### config.mk
export PLATFORM = sky130hd
export DESIGN_NAME = pixel_scan_ctrl
export DESIGN_NICKNAME = d
export VERILOG_FILES = /design/src/rtl/pixel_scan_ctrl.sv
export SDC_FILE = /design/constraint.sdc
export NUM_CORES = 1
export LEC_CHECK = 0
export ABC_CLOCK_PERIOD_IN_PS = 2500
export BUFFER_PORTS_ARGS = -buffer_cell sky130_fd_sc_hd__buf_2
export CORE_MARGIN = 2
export CORE_UTILIZATION = 40
export DETAILED_ROUTE_END_ITERATION = 7
export PLACE_DENSITY = 0.74
export SLEW_MARGIN = 20
export SYNTH_ARGS = -nofsm -noshare
export SYNTH_HDL_FRONTEND = slang
export SYNTH_SLANG_ARGS = --single-unit
### constraint.sdc
create_clock -name clk -period 2.5 [get_ports clk]
set_input_delay 0.5 -clock clk [delete_from_list [all_inputs] [get_ports clk]]
set_output_delay 0.5 -clock clk [all_outputs]
set_load 0.02 [all_outputs]
### src/rtl/pixel_scan_ctrl.sv
// Raster-scan pixel sequencer: requests a colour per coordinate from a renderer
// and forwards each pixel as a flagged ready/valid beat, optionally frame after frame.
module pixel_scan_ctrl #(
   parameter int DATA_WIDTH    = 32,
   parameter int RGB_SIZE      = 24,
   parameter int SCREEN_WIDTH  = 640,
   parameter int SCREEN_HEIGHT = 480,
   parameter int GAP_CYCLES    = 4
) (
   input  logic                  clk,
   input  logic                  reset,
   input  logic                  start,
   input  logic                  stop,
   input  logic                  continuous,
   output logic                  col_req,
   output logic [DATA_WIDTH-1:0] col_x,
   output logic [DATA_WIDTH-1:0] col_y,
   input  logic                  col_ack,
   input  logic [RGB_SIZE-1:0]   colour_i,
   output logic                  out_valid,
   input  logic                  out_ready,
   output logic [RGB_SIZE-1:0]   out_data,
   output logic [DATA_WIDTH-1:0] out_x,
   output logic [DATA_WIDTH-1:0] out_y,
   output logic                  sof,
   output logic                  eol,
   output logic                  eof,
   output logic                  busy,
   output logic [15:0]           frame_cnt
);

   localparam int GW = $clog2(GAP_CYCLES + 1);
   localparam logic [GW-1:0]         GAP_LOAD = GW'(GAP_CYCLES - 1);
   localparam logic [DATA_WIDTH-1:0] X_LAST   = DATA_WIDTH'(SCREEN_WIDTH - 1);
   localparam logic [DATA_WIDTH-1:0] Y_LAST   = DATA_WIDTH'(SCREEN_HEIGHT - 1);

   typedef enum logic [1:0] {IDLE, REQ, OUT, GAP} state_t;

   state_t                state_reg, state_next;
   logic                  col_req_reg, col_req_next;
   logic [DATA_WIDTH-1:0] col_x_reg, col_x_next, col_y_reg, col_y_next;
   logic                  out_valid_reg, out_valid_next;
   logic [RGB_SIZE-1:0]   out_data_reg, out_data_next;
   logic [DATA_WIDTH-1:0] out_x_reg, out_x_next, out_y_reg, out_y_next;
   logic                  sof_reg, sof_next, eol_reg, eol_next, eof_reg, eof_next;
   logic                  busy_reg, busy_next;
   logic [15:0]           frame_cnt_reg, frame_cnt_next;
   logic                  stop_pending_reg, stop_pending_next;
   logic [GW-1:0]         gap_cnt_reg, gap_cnt_next;

   always_ff @(posedge clk) begin
      if (reset) begin
         state_reg        <= IDLE;
         col_req_reg      <= 1'b0;
         col_x_reg        <= '0;
         col_y_reg        <= '0;
         out_valid_reg    <= 1'b0;
         out_data_reg     <= '0;
         out_x_reg        <= '0;
         out_y_reg        <= '0;
         sof_reg          <= 1'b0;
         eol_reg          <= 1'b0;
         eof_reg          <= 1'b0;
         busy_reg         <= 1'b0;
         frame_cnt_reg    <= '0;
         stop_pending_reg <= 1'b0;
         gap_cnt_reg      <= '0;
      end else begin
         state_reg        <= state_next;
         col_req_reg      <= col_req_next;
         col_x_reg        <= col_x_next;
         col_y_reg        <= col_y_next;
         out_valid_reg    <= out_valid_next;
         out_data_reg     <= out_data_next;
         out_x_reg        <= out_x_next;
         out_y_reg        <= out_y_next;
         sof_reg          <= sof_next;
         eol_reg          <= eol_next;
         eof_reg          <= eof_next;
         busy_reg         <= busy_next;
         frame_cnt_reg    <= frame_cnt_next;
         stop_pending_reg <= stop_pending_next;
         gap_cnt_reg      <= gap_cnt_next;
      end
   end

   always_comb begin
      state_next        = state_reg;
      col_req_next      = col_req_reg;
      col_x_next        = col_x_reg;
      col_y_next        = col_y_reg;
      out_valid_next    = out_valid_reg;
      out_data_next     = out_data_reg;
      out_x_next        = out_x_reg;
      out_y_next        = out_y_reg;
      sof_next          = sof_reg;
      eol_next          = eol_reg;
      eof_next          = eof_reg;
      busy_next         = busy_reg;
      frame_cnt_next    = frame_cnt_reg;
      stop_pending_next = stop_pending_reg;
      gap_cnt_next      = gap_cnt_reg;

      if (state_reg != IDLE && stop)
         stop_pending_next = 1'b1;

      case (state_reg)
         IDLE: begin
            if (start) begin
               state_next        = REQ;
               col_req_next      = 1'b1;
               col_x_next        = '0;
               col_y_next        = '0;
               busy_next         = 1'b1;
               stop_pending_next = stop;
            end
         end
         REQ: begin
            if (col_ack) begin
               state_next     = OUT;
               col_req_next   = 1'b0;
               out_valid_next = 1'b1;
               out_data_next  = colour_i;
               out_x_next     = col_x_reg;
               out_y_next     = col_y_reg;
               sof_next       = (col_x_reg == '0) && (col_y_reg == '0);
               eol_next       = (col_x_reg == X_LAST);
               eof_next       = (col_x_reg == X_LAST) && (col_y_reg == Y_LAST);
            end
         end
         OUT: begin
            if (out_ready) begin
               out_valid_next = 1'b0;
               sof_next       = 1'b0;
               eol_next       = 1'b0;
               eof_next       = 1'b0;
               if (eof_reg) begin
                  frame_cnt_next = frame_cnt_reg + 16'd1;
                  // a stop arriving on the final handshake counts as pending too
                  if (stop_pending_reg || stop || !continuous) begin
                     state_next        = IDLE;
                     busy_next         = 1'b0;
                     stop_pending_next = 1'b0;
                  end else begin
                     state_next   = GAP;
                     gap_cnt_next = GAP_LOAD;
                  end
               end else begin
                  state_next   = REQ;
                  col_req_next = 1'b1;
                  if (out_x_reg == X_LAST) begin
                     col_x_next = '0;
                     col_y_next = out_y_reg + DATA_WIDTH'(1);
                  end else begin
                     col_x_next = out_x_reg + DATA_WIDTH'(1);
                     col_y_next = out_y_reg;
                  end
               end
            end
         end
         GAP: begin
            if (stop) begin
               state_next        = IDLE;
               busy_next         = 1'b0;
               stop_pending_next = 1'b0;
               gap_cnt_next      = '0;
            end else if (gap_cnt_reg == '0) begin
               state_next   = REQ;
               col_req_next = 1'b1;
               col_x_next   = '0;
               col_y_next   = '0;
            end else begin
               gap_cnt_next = gap_cnt_reg - GW'(1);
            end
         end
         default: state_next = IDLE;
      endcase
   end

   assign col_req   = col_req_reg;
   assign col_x     = col_x_reg;
   assign col_y     = col_y_reg;
   assign out_valid = out_valid_reg;
   assign out_data  = out_data_reg;
   assign out_x     = out_x_reg;
   assign out_y     = out_y_reg;
   assign sof       = sof_reg;
   assign eol       = eol_reg;
   assign eof       = eof_reg;
   assign busy      = busy_reg;
   assign frame_cnt = frame_cnt_reg;

endmodule

==> results of run 1 <==
[where the power goes]
group	switching (µW)	internal, µW
registers	27.1	2900
logic	275	108
clock network	1160	1620
total	1460	4630
[metal layers]
layer	global-route usage, %	routed length [µm]
met5	0	0
met4	8.37	621
met3	5.12	1890
met2	36.3	11700
met1	28.3	10300
[placed cells by master (no fill, tap or decap), types with 14 or more instances in the layout]
master,netlist,final
a21oi_1,103,103
and3_1,14,14
and4_1,14,14
buf_2,12,203
buf_4,4,29
clkbuf_16,0,17
dfxtp_1,180,180
inv_1,15,15
nand2_1,272,272
nand3_1,40,40
nand4_1,22,22
nor2_1,42,42
nor3_1,24,24
nor4_1,38,38
o21ai_0,44,44
xnor2_1,45,45
[worst max path at each step]
stage,end,slack [ns],cells past startpoint
2_1_floorplan,col_x[11],0.35,9
3_3_place_gp,col_x[24],0.31,7
3_5_place_dp,col_x[18],0.23,7
4_1_cts,col_x[12],0.26,8
5_1_grt,col_x[16],0.15,7
6_report,col_y[25],0.33,6
[worst max-delay path, delay by kind of cell (launching register included)]
| family | cells | cell delay (ns) |
|---|---|---|
| flip-flops | 1 | 0.42 |
| multiplexers | 1 | 0.38 |
| AND/OR/NAND/NOR | 4 | 1.10 |
| adder cells (fa/ha/maj) | 1 | 0.21 |
[per-stage QoR]
step	setup slack, ns	power (µW)
2_1_floorplan	0.355	3230
3_3_place_gp	0.312	3370
3_5_place_dp	0.229	3370
4_1_cts	0.256	6120
5_1_grt	0.147	6280
6_report	0.331	6090
[cell usage after synthesis, types with 11 or more instances]
library cell / count
nand2_1: 272
dfxtp_1: 180
a21oi_1: 103
xnor2_1: 45
clkbuf_1: 44
o21ai_0: 44
nor2_1: 42
nand3_1: 40
nor4_1: 38
nor3_1: 24
nand4_1: 22
inv_1: 15
and3_1: 14
and4_1: 14
xor2_1: 13
buf_2: 12
o21ai_1: 11
or3_1: 11
[cell type report]
class                   instances  area [µm²]  share of cell area, %
clock inverters                 9         119                   1.17
flip-flops and latches        180        3600                   35.5
multi-input cells             783        4280                   42.2
well taps                     270         338                   3.33
inverters                      15        56.3                  0.555
repair buffers                233        1250                   12.4
clock buffers                  23         498                   4.91
[kinds of logic (layout without fill, tap and decap cells)]
family          Yosys count  after routing  synth area share [%]
compound gates          197            197                  13.6
xor+xnor                 58             58                  6.17
fa+ha+maj                 5              5                 0.760
buf+inv                  84            280                  4.44
flops                   180            180                  43.8
mux                       8              8                  1.02
simple gates            515            515                  30.3
[repair_timing]
item	CTS	global route
gates resized for setup	0	1
setup buffers	0	0
endpoints found under the setup margin	0	1
endpoints found under the hold margin	0	0
==> results.py, run 1 <==
metrics = {
    "synth": {
        "synth_nets": 1083,
        "synth_top_flop_cell": "dfxtp_1",
        "netlist_area_um2": 8230,
        "netlist_instances": 1047,
        "ys_types": 59,
        "yosys.area.top_type": "dfxtp_1",
        "seq_area_frac_synth_pct": 43.8,
        "synthTopCellsByArea": "dfxtp_1 (44%), nand2_1 (12%), a21oi_1 (6.3%)",
        "yosysTopAreaCellShare_pct": 43.8,
        "synth_area_per_cell_um2": 7.86,
        "synth-edff-count": 0,
        "synth_seq_cells": 180,
        "synthArstFlopShare_pct": 0,
        "synth.yosys.warnings": 0,
    },
    "grt": {
        "grt_max_degree": 73,
        "antenna_found_initial": 0,
        "first_global_vias": 7523,
        "grt_first_pass_wirelength_um": 39100,
        "grt_usage_pct": 22.1,
        "grt-ovfl-total": 0,
    },
    "placement": {
        "port_buffers": 204,
        "place_area_um2": 9520,
        "dp.final_hpwl_um": 17100,
        "dp.cells": 1481,
        "gp_congestion": 0.865,
    },
    "layout": {
        "antennaDiodeCount": 0,
        "fin_cells": 1513,
        "design_area_um2": 10100,
        "layout.nets": 1266,
        "drive_above_1_share_pct": 22.7,
        "fillers": 1988,
        "final_util_pct": 50.1,
        "area_growth_syn_to_layout_pct": 23.2,
    },
    "run": {
        "cap_violations": 0,
    },
    "drt": {
        "postRouteWirelength_um": 24500,
        "antenna_left": 0,
        "first_pass_iters": 5,
        "viasPerCell": 5.45,
        "vias": 8242,
        "drc_errors": 0,
        "routedWlPerCell_um": 16.2,
        "first_iter_violations": 690,
    },
    "clocking": {
        "cts_made_buffers": 17,
        "clk_latency_ns": 0.43,
        "cts_num_sinks": 180,
        "cts_tree": "yes",
        "clk_pin_slew_ns": 0.07,
        "ctsRootBufferMaster": "clkbuf_16",
        "htree_levels": 4,
        "cts_buffer_depth": 2,
        "cts_hold_buffers": 0,
    },
    "timing": {
        "rsz0062_at_grt": "no",
        "finalHoldViolCount": 0,
        "fmax_mhz": 461,
        "tns_ns": 0,
        "slew_headroom_pct": 47.9,
        "layout_min_cycle_time_ns": 2.17,
        "timing.final.crit_share_pct": 86.8,
        "whs_ns": 0.295,
        "fin_worst_skew_ns": 0.00814,
        "maxSlewViolCount": 0,
        "setup_violations": 0,
        "worst_pin_slew_ns": 0.782,
    },
    "critical_path": {
        "r2r_end": "col_y[25]",
        "slowest_delay_ns": 0.44,
        "r2r_cells": 6,
        "path_cells": "ha_1 -> and3_1 -> nand4_4 -> nor4_2 -> mux2_2 -> nand2_1",
        "slowest_stage": "nor4_2",
        "cp_max_fo": 9,
        "worstPathArrival_ns": 2.55,
        "path_class": "reg2reg",
        "r2r_slack_ns": 0.33,
        "start_kind": "flop",
        "end_kind": "flop",
        "rr_startpoint": "out_x[0]",
        "required_ns": 2.88,
        "cp-startpoint": "out_x[0]",
    },
    "min_path": {
        "holdPathStages": 3,
        "min_from": "colour_i[11]",
        "worstHoldEndpoint": "out_data[11]",
        "hp-class": "in2reg",
    },
    "die": {
        "initial_core_util_pct": 40.7,
        "die-area_um2": 21700,
        "die_h_um": 147,
        "placementRows": 52,
        "core_um2": 20200,
        "die_w_um": 147,
        "num_io_pins": 205,
    },
    "pwr": {
        "p_leak_uw": 0.00396,
        "max-vdd-ir-drop_v": 0.000501,
        "power.density_nw_per_um2": 600,
    },
    "run_status": {
        "status": "finished, final reports clean",
    },
}
(Power assumes the default switching activity.)
==> inputs of run 2 (changes only) <==
--- a/config.mk
+++ b/config.mk
@@ -11,6 +11,7 @@
 export CORE_UTILIZATION = 40
 export DETAILED_ROUTE_END_ITERATION = 7
 export PLACE_DENSITY = 0.74
+export RECOVER_POWER = 50
 export SLEW_MARGIN = 20
 export SYNTH_ARGS = -nofsm -noshare
 export SYNTH_HDL_FRONTEND = slang
==> run 2 against run 1 <==
The flow now finishes with violations (capacitance limit, slew limit). Combinational power fell by 2%. Fmax down 2.6%. Largest power group unchanged. Utilization shrank 1.1 points. Non-clock buffer count unchanged. Cell count about the same. Highest routed layer unchanged. Flip-flop and latch count is the same. Largest cell class unchanged. Die area unchanged. First-iteration DRC count is 1.4% higher. Worst setup slack worse by 0.058 ns. Count of clock-buffer cells in the layout did not move. Sequential share of layout area rose by 0.77 points.
==> results.py, run 2 (same netlist as run 1, synthesis figures left out) <==
metrics = {
    "run_status": {
        "status": "finished with violations",
        "violations": "capacitance limit, slew limit",
    },
    "timing": {
        "tns_ns": 0,
        "fin_worst_skew_ns": 0.00786,
        "slew_headroom_pct": -0.947,
        "finalHoldViolCount": 0,
        "timing.final.crit_share_pct": 89.1,
        "layout_min_cycle_time_ns": 2.23,
        "setup_violations": 0,
        "maxSlewViolCount": 73,
        "fmax_mhz": 449,
        "rsz0062_at_grt": "no",
        "worst_pin_slew_ns": 1.51,
    },
    "grt": {
        "grt_max_degree": 73,
        "grt_first_pass_wirelength_um": 39100,
        "grt_usage_pct": 22.1,
        "antenna_found_initial": 1,
        "grt-ovfl-total": 0,
        "first_global_vias": 7523,
    },
    "drt": {
        "vias": 8260,
        "antenna_left": 0,
        "viasPerCell": 5.46,
        "routedWlPerCell_um": 16.2,
        "first_iter_violations": 700,
        "postRouteWirelength_um": 24500,
        "first_pass_iters": 7,
        "drc_errors": 0,
    },
    "die": {
        "placementRows": 52,
        "core_um2": 20200,
        "num_io_pins": 205,
        "die-area_um2": 21700,
        "die_h_um": 147,
        "die_w_um": 147,
        "initial_core_util_pct": 40.7,
    },
    "pwr": {
        "max-vdd-ir-drop_v": 0.000497,
        "p_leak_uw": 0.00322,
        "power.density_nw_per_um2": 612,
    },
    "clocking": {
        "cts_made_buffers": 17,
        "cts_tree": "yes",
        "cts_buffer_depth": 2,
        "clk_latency_ns": 0.43,
        "htree_levels": 4,
        "cts_num_sinks": 180,
        "ctsRootBufferMaster": "clkbuf_16",
        "clk_pin_slew_ns": 0.07,
    },
    "critical_path": {
        "crit_top_cell": "clkbuf_4",
        "slowest_delay_ns": 1.21,
        "slowest_stage": "clkbuf_2",
        "path_cells": "clkbuf_4 -> clkbuf_4 -> clkbuf_2 -> a21oi_1",
        "cp_max_fo": 72,
        "start_kind": "primary input",
        "worstPathArrival_ns": 2.46,
        "end_kind": "flop",
        "required_ns": 2.74,
        "path_class": "in2reg",
    },
    "layout": {
        "fillers": 2069,
        "fin_cells": 1514,
        "layout.nets": 1266,
        "layout_common_cells": "nand2_1 (272), dfxtp_1 (180), clkbuf_1 (171)",
        "multi_input_area_um2": 4280,
        "layout_commonest_cell": "nand2_1",
        "final_util_pct": 49.1,
        "seq_area_um2": 3600,
        "drive_above_1_share_pct": 9.01,
        "area_growth_syn_to_layout_pct": 20.6,
    },
    "placement": {
        "dp.final_hpwl_um": 17100,
        "dp.cells": 1481,
        "port_buffers": 204,
        "gp_congestion": 0.865,
    },
    "run": {
        "cap_violations": 1,
    },
    "min_path": {
        "hp-class": "in2reg",
    },
}
==> run 2: cell count changes in the layout (fill, tap and decap cells not counted), sizes merged <==
cell / change
buf: -173
clkbuf: +173
diode: +1
==> run 2: routing by layer <==
metal  up-vias  GRT usage [%]  share of wire [%]
met5         -              0                  0
met4         0           8.37                2.2
li1       4034              -                  -
met2       268           36.3                 48
met3        40           5.12                7.5
met1      3918           28.3                 42
==> run 2: metrics by stage <==
stage               setup slack, ns  hold WS, ns  power [µW]  cell area (µm²)
detailed placement            0.229        0.448        3370             9520
global route                  0.115        0.291        6270             9930
floorplan                     0.355        0.469        3230             8230
finish                        0.272        0.297        6080             9930
global placement              0.312        0.439        3370             9520
CTS                           0.256        0.285        6120            10100
==> run 2: area by class of cell <==
type                            instances  area share [%]
Antenna cell                            1          0.0252
Clock buffer                           23            5.01
Clock inverter                          9            1.20
Inverter                               15           0.567
Multi-Input combinational cell        783            43.1
Sequential cell                       180            36.3
Tap cell                              270            3.40
Timing Repair Buffer                  233            10.4
==> run 2: path summary, 6_finish.rpt <==
| path | start | end | slack [ns] | depth (start not counted) |
|---|---|---|---|---|
| max | reset | out_data[19] | 0.27 | 4 |
| min | colour_i[0] | out_data[0] | 0.30 | 3 |
| max reg2reg | out_x[26] | col_y[20] | 0.33 | 6 |
| min reg2reg | out_data[20] | out_data[20] | 0.46 | 2 |
==> run 2: timing repair <==
item / in CTS / in global routing
buffers inserted: 0 / 0
hold buffers: 0 / 0
endpoints found under the setup margin: 0 / 1
resized for setup: 0 / 1
==> run 2: power by group <==
group          internal [µW]  total (µW)  switching [µW]
clock                   1620        2770            1160
combinational           98.9         374             275
sequential              2900        2930            27.7
total                   4620        6080            1460
==> run 2: worst max-delay path: cells and delay by family <==
kind	cells	cell delay, ns
buffers and inverters	3	1.81
AOI/OAI and AO/OA	1	0.10
==> inputs of run 3 (changes only) <==
--- a/config.mk
+++ b/config.mk
@@ -9,9 +9,11 @@
 export BUFFER_PORTS_ARGS = -buffer_cell sky130_fd_sc_hd__buf_2
 export CORE_MARGIN = 2
 export CORE_UTILIZATION = 40
+export CTS_BUF_LIST = sky130_fd_sc_hd__clkbuf_4 sky130_fd_sc_hd__clkbuf_8 sky130_fd_sc_hd__clkbuf_16
 export DETAILED_ROUTE_END_ITERATION = 7
 export PLACE_DENSITY = 0.74
 export RECOVER_POWER = 50
+export REMOVE_ABC_BUFFERS = 1
 export SLEW_MARGIN = 20
 export SYNTH_ARGS = -nofsm -noshare
 export SYNTH_HDL_FRONTEND = slang
==> run 3 against run 2 <==
The flow now finishes without violations. Cell count about the same. Routed wire length up 1.3%. Utilization stayed put. Register-to-register slack worse by 0.17 ns. Critical endpoint is now sof. Clock power decreased by 4%. Largest power group unchanged. First-iteration DRC count is 19% lower. Critical path type is now reg2reg. Fmax fell by 4.9%. Clock skew rose by 0.0021 ns. Sequential power barely moved. Total power decreased by 2.0%. Cell area did not move.
==> results.py, run 3 (same netlist as run 1, synthesis figures left out) <==
metrics = {
    "grt": {
        "grt-ovfl-total": 0,
        "first_global_vias": 7495,
        "antenna_found_initial": 0,
        "grt_usage_pct": 22.2,
        "grt_first_pass_wirelength_um": 39100,
        "grt_max_degree": 90,
    },
    "pwr": {
        "p_leak_uw": 0.00322,
        "switching_share_pct": 25.0,
        "max-vdd-ir-drop_v": 0.000494,
        "p_clk_share_pct": 44.4,
        "p_seq_share_pct": 49.2,
        "comb_power_share_pct": 6.4,
        "power.density_nw_per_um2": 599,
        "finalPower_uw": 5950,
        "internal_power_uw": 4470,
        "p_switching_uw": 1490,
    },
    "die": {
        "die_h_um": 147,
        "num_io_pins": 205,
        "initial_core_util_pct": 40.7,
        "core_um2": 20200,
        "placementRows": 52,
        "die-area_um2": 21700,
        "die_w_um": 147,
    },
    "critical_path": {
        "r2r_slack_ns": 0.16,
        "r2r_cells": 5,
        "cp_max_fo": 17,
        "rr_startpoint": "state_reg[0]",
        "slowest_stage": "dfxtp_1",
        "start_kind": "flop",
        "path_class": "reg2reg",
        "r2r_end": "sof",
        "path_cells": "and3b_2 -> nand3_1 -> nor3_1 -> or4b_1 -> a21oi_1",
        "slowest_delay_ns": 0.63,
        "end_kind": "flop",
        "cp-startpoint": "state_reg[0]",
        "required_ns": 2.86,
        "worstPathArrival_ns": 2.71,
    },
    "run_status": {
        "status": "finished, final reports clean",
    },
    "drt": {
        "first_iter_violations": 569,
        "vias": 8284,
        "first_pass_iters": 5,
        "postRouteWirelength_um": 24800,
        "antenna_left": 0,
        "viasPerCell": 5.47,
        "drc_errors": 0,
        "routedWlPerCell_um": 16.4,
    },
    "placement": {
        "gp_congestion": 0.893,
        "port_buffers": 204,
        "dp.cells": 1483,
        "place_area_um2": 9570,
        "dp.final_hpwl_um": 17100,
    },
    "layout": {
        "area_growth_syn_to_layout_pct": 20.6,
        "drive_above_1_share_pct": 9.32,
        "layout_common_cells": "nand2_1 (272), dfxtp_1 (180), clkbuf_1 (169)",
        "layout_commonest_cell": "nand2_1",
        "fillers": 1996,
        "final_util_pct": 49.1,
        "antennaDiodeCount": 0,
        "multi_input_area_um2": 4270,
        "fin_cells": 1515,
        "layout.nets": 1268,
        "seq_area_um2": 3600,
        "design_area_um2": 9930,
    },
    "clocking": {
        "cts_hold_buffers": 0,
        "clk_pin_slew_ns": 0.07,
        "cts_num_sinks": 180,
        "cts_made_buffers": 17,
        "ctsRootBufferMaster": "clkbuf_16",
        "htree_levels": 4,
        "cts_buffer_depth": 2,
        "cts_tree": "yes",
        "cts_setup_buffers": 0,
        "clk_latency_ns": 0.44,
        "cts_resized": 0,
    },
    "timing": {
        "maxSlewViolCount": 0,
        "rsz0062_at_grt": "no",
        "timing.final.crit_share_pct": 93.7,
        "layout_min_cycle_time_ns": 2.34,
        "fmax_mhz": 427,
        "slew_headroom_pct": 52.6,
        "fin_worst_skew_ns": 0.00998,
        "worst_pin_slew_ns": 0.712,
        "finalHoldViolCount": 0,
        "setup_violations": 0,
    },
    "min_path": {
        "holdPathStages": 3,
        "min_from": "colour_i[3]",
        "worstHoldEndpoint": "out_data[3]",
        "hp-class": "in2reg",
    },
    "run": {
        "cap_violations": 0,
    },
}
[run 3: power groups by stage]
stage               Sequential (µW)  Combinational (µW)  Clock (µW)
finish                         2930                 380        2650
global route                   2930                 413        2800
CTS                            2930                 387        2680
detailed placement             2990                 386           0
global placement               2990                 382           0
floorplan                      3030                 157           0
[run 3: routing by layer]
layer	vias to the layer above	wire [µm]	GRT usage, %
met5	-	0	0
met1	3881	10900	29.8
met3	44	2140	5.40
li1	4026	-	-
met2	333	11300	34.8
met4	0	595	8.32
[run 3: worst max path at each step]
stage | depth (start not counted) | slack [ns] | to
floorplan | 5 | -0.74 | sof
global placement | 5 | 0.26 | sof
detailed placement | 6 | 0.23 | col_y[23]
CTS | 7 | 0.24 | col_x[17]
global route | 5 | 0.03 | sof
finish | 5 | 0.16 | sof
[run 3: layout make-up]
class / instances / share of cell area, %
inverters: 15 / 0.567
multi-input cells: 783 / 43.0
clock inverters: 10 / 0.995
repair buffers: 235 / 11.0
flip-flops and latches: 180 / 36.3
clock buffers: 22 / 4.79
well taps: 270 / 3.40
[run 3: through the flow]
step                setup TNS, ns  hold WS, ns  worst slack, ns
floorplan                  -10.38        0.459           -0.740
global placement                0        0.439            0.258
detailed placement              0        0.444            0.231
CTS                             0        0.280            0.236
global route                    0        0.287           0.0347
finish                          0        0.291            0.158
[run 3: critical path, delay by kind of cell, from the launching register on]
kind / cells / cell delay, ns
AOI/OAI and AO/OA: 1 / 0.14
DFF: 1 / 0.63
and+or+nand+nor: 4 / 1.51
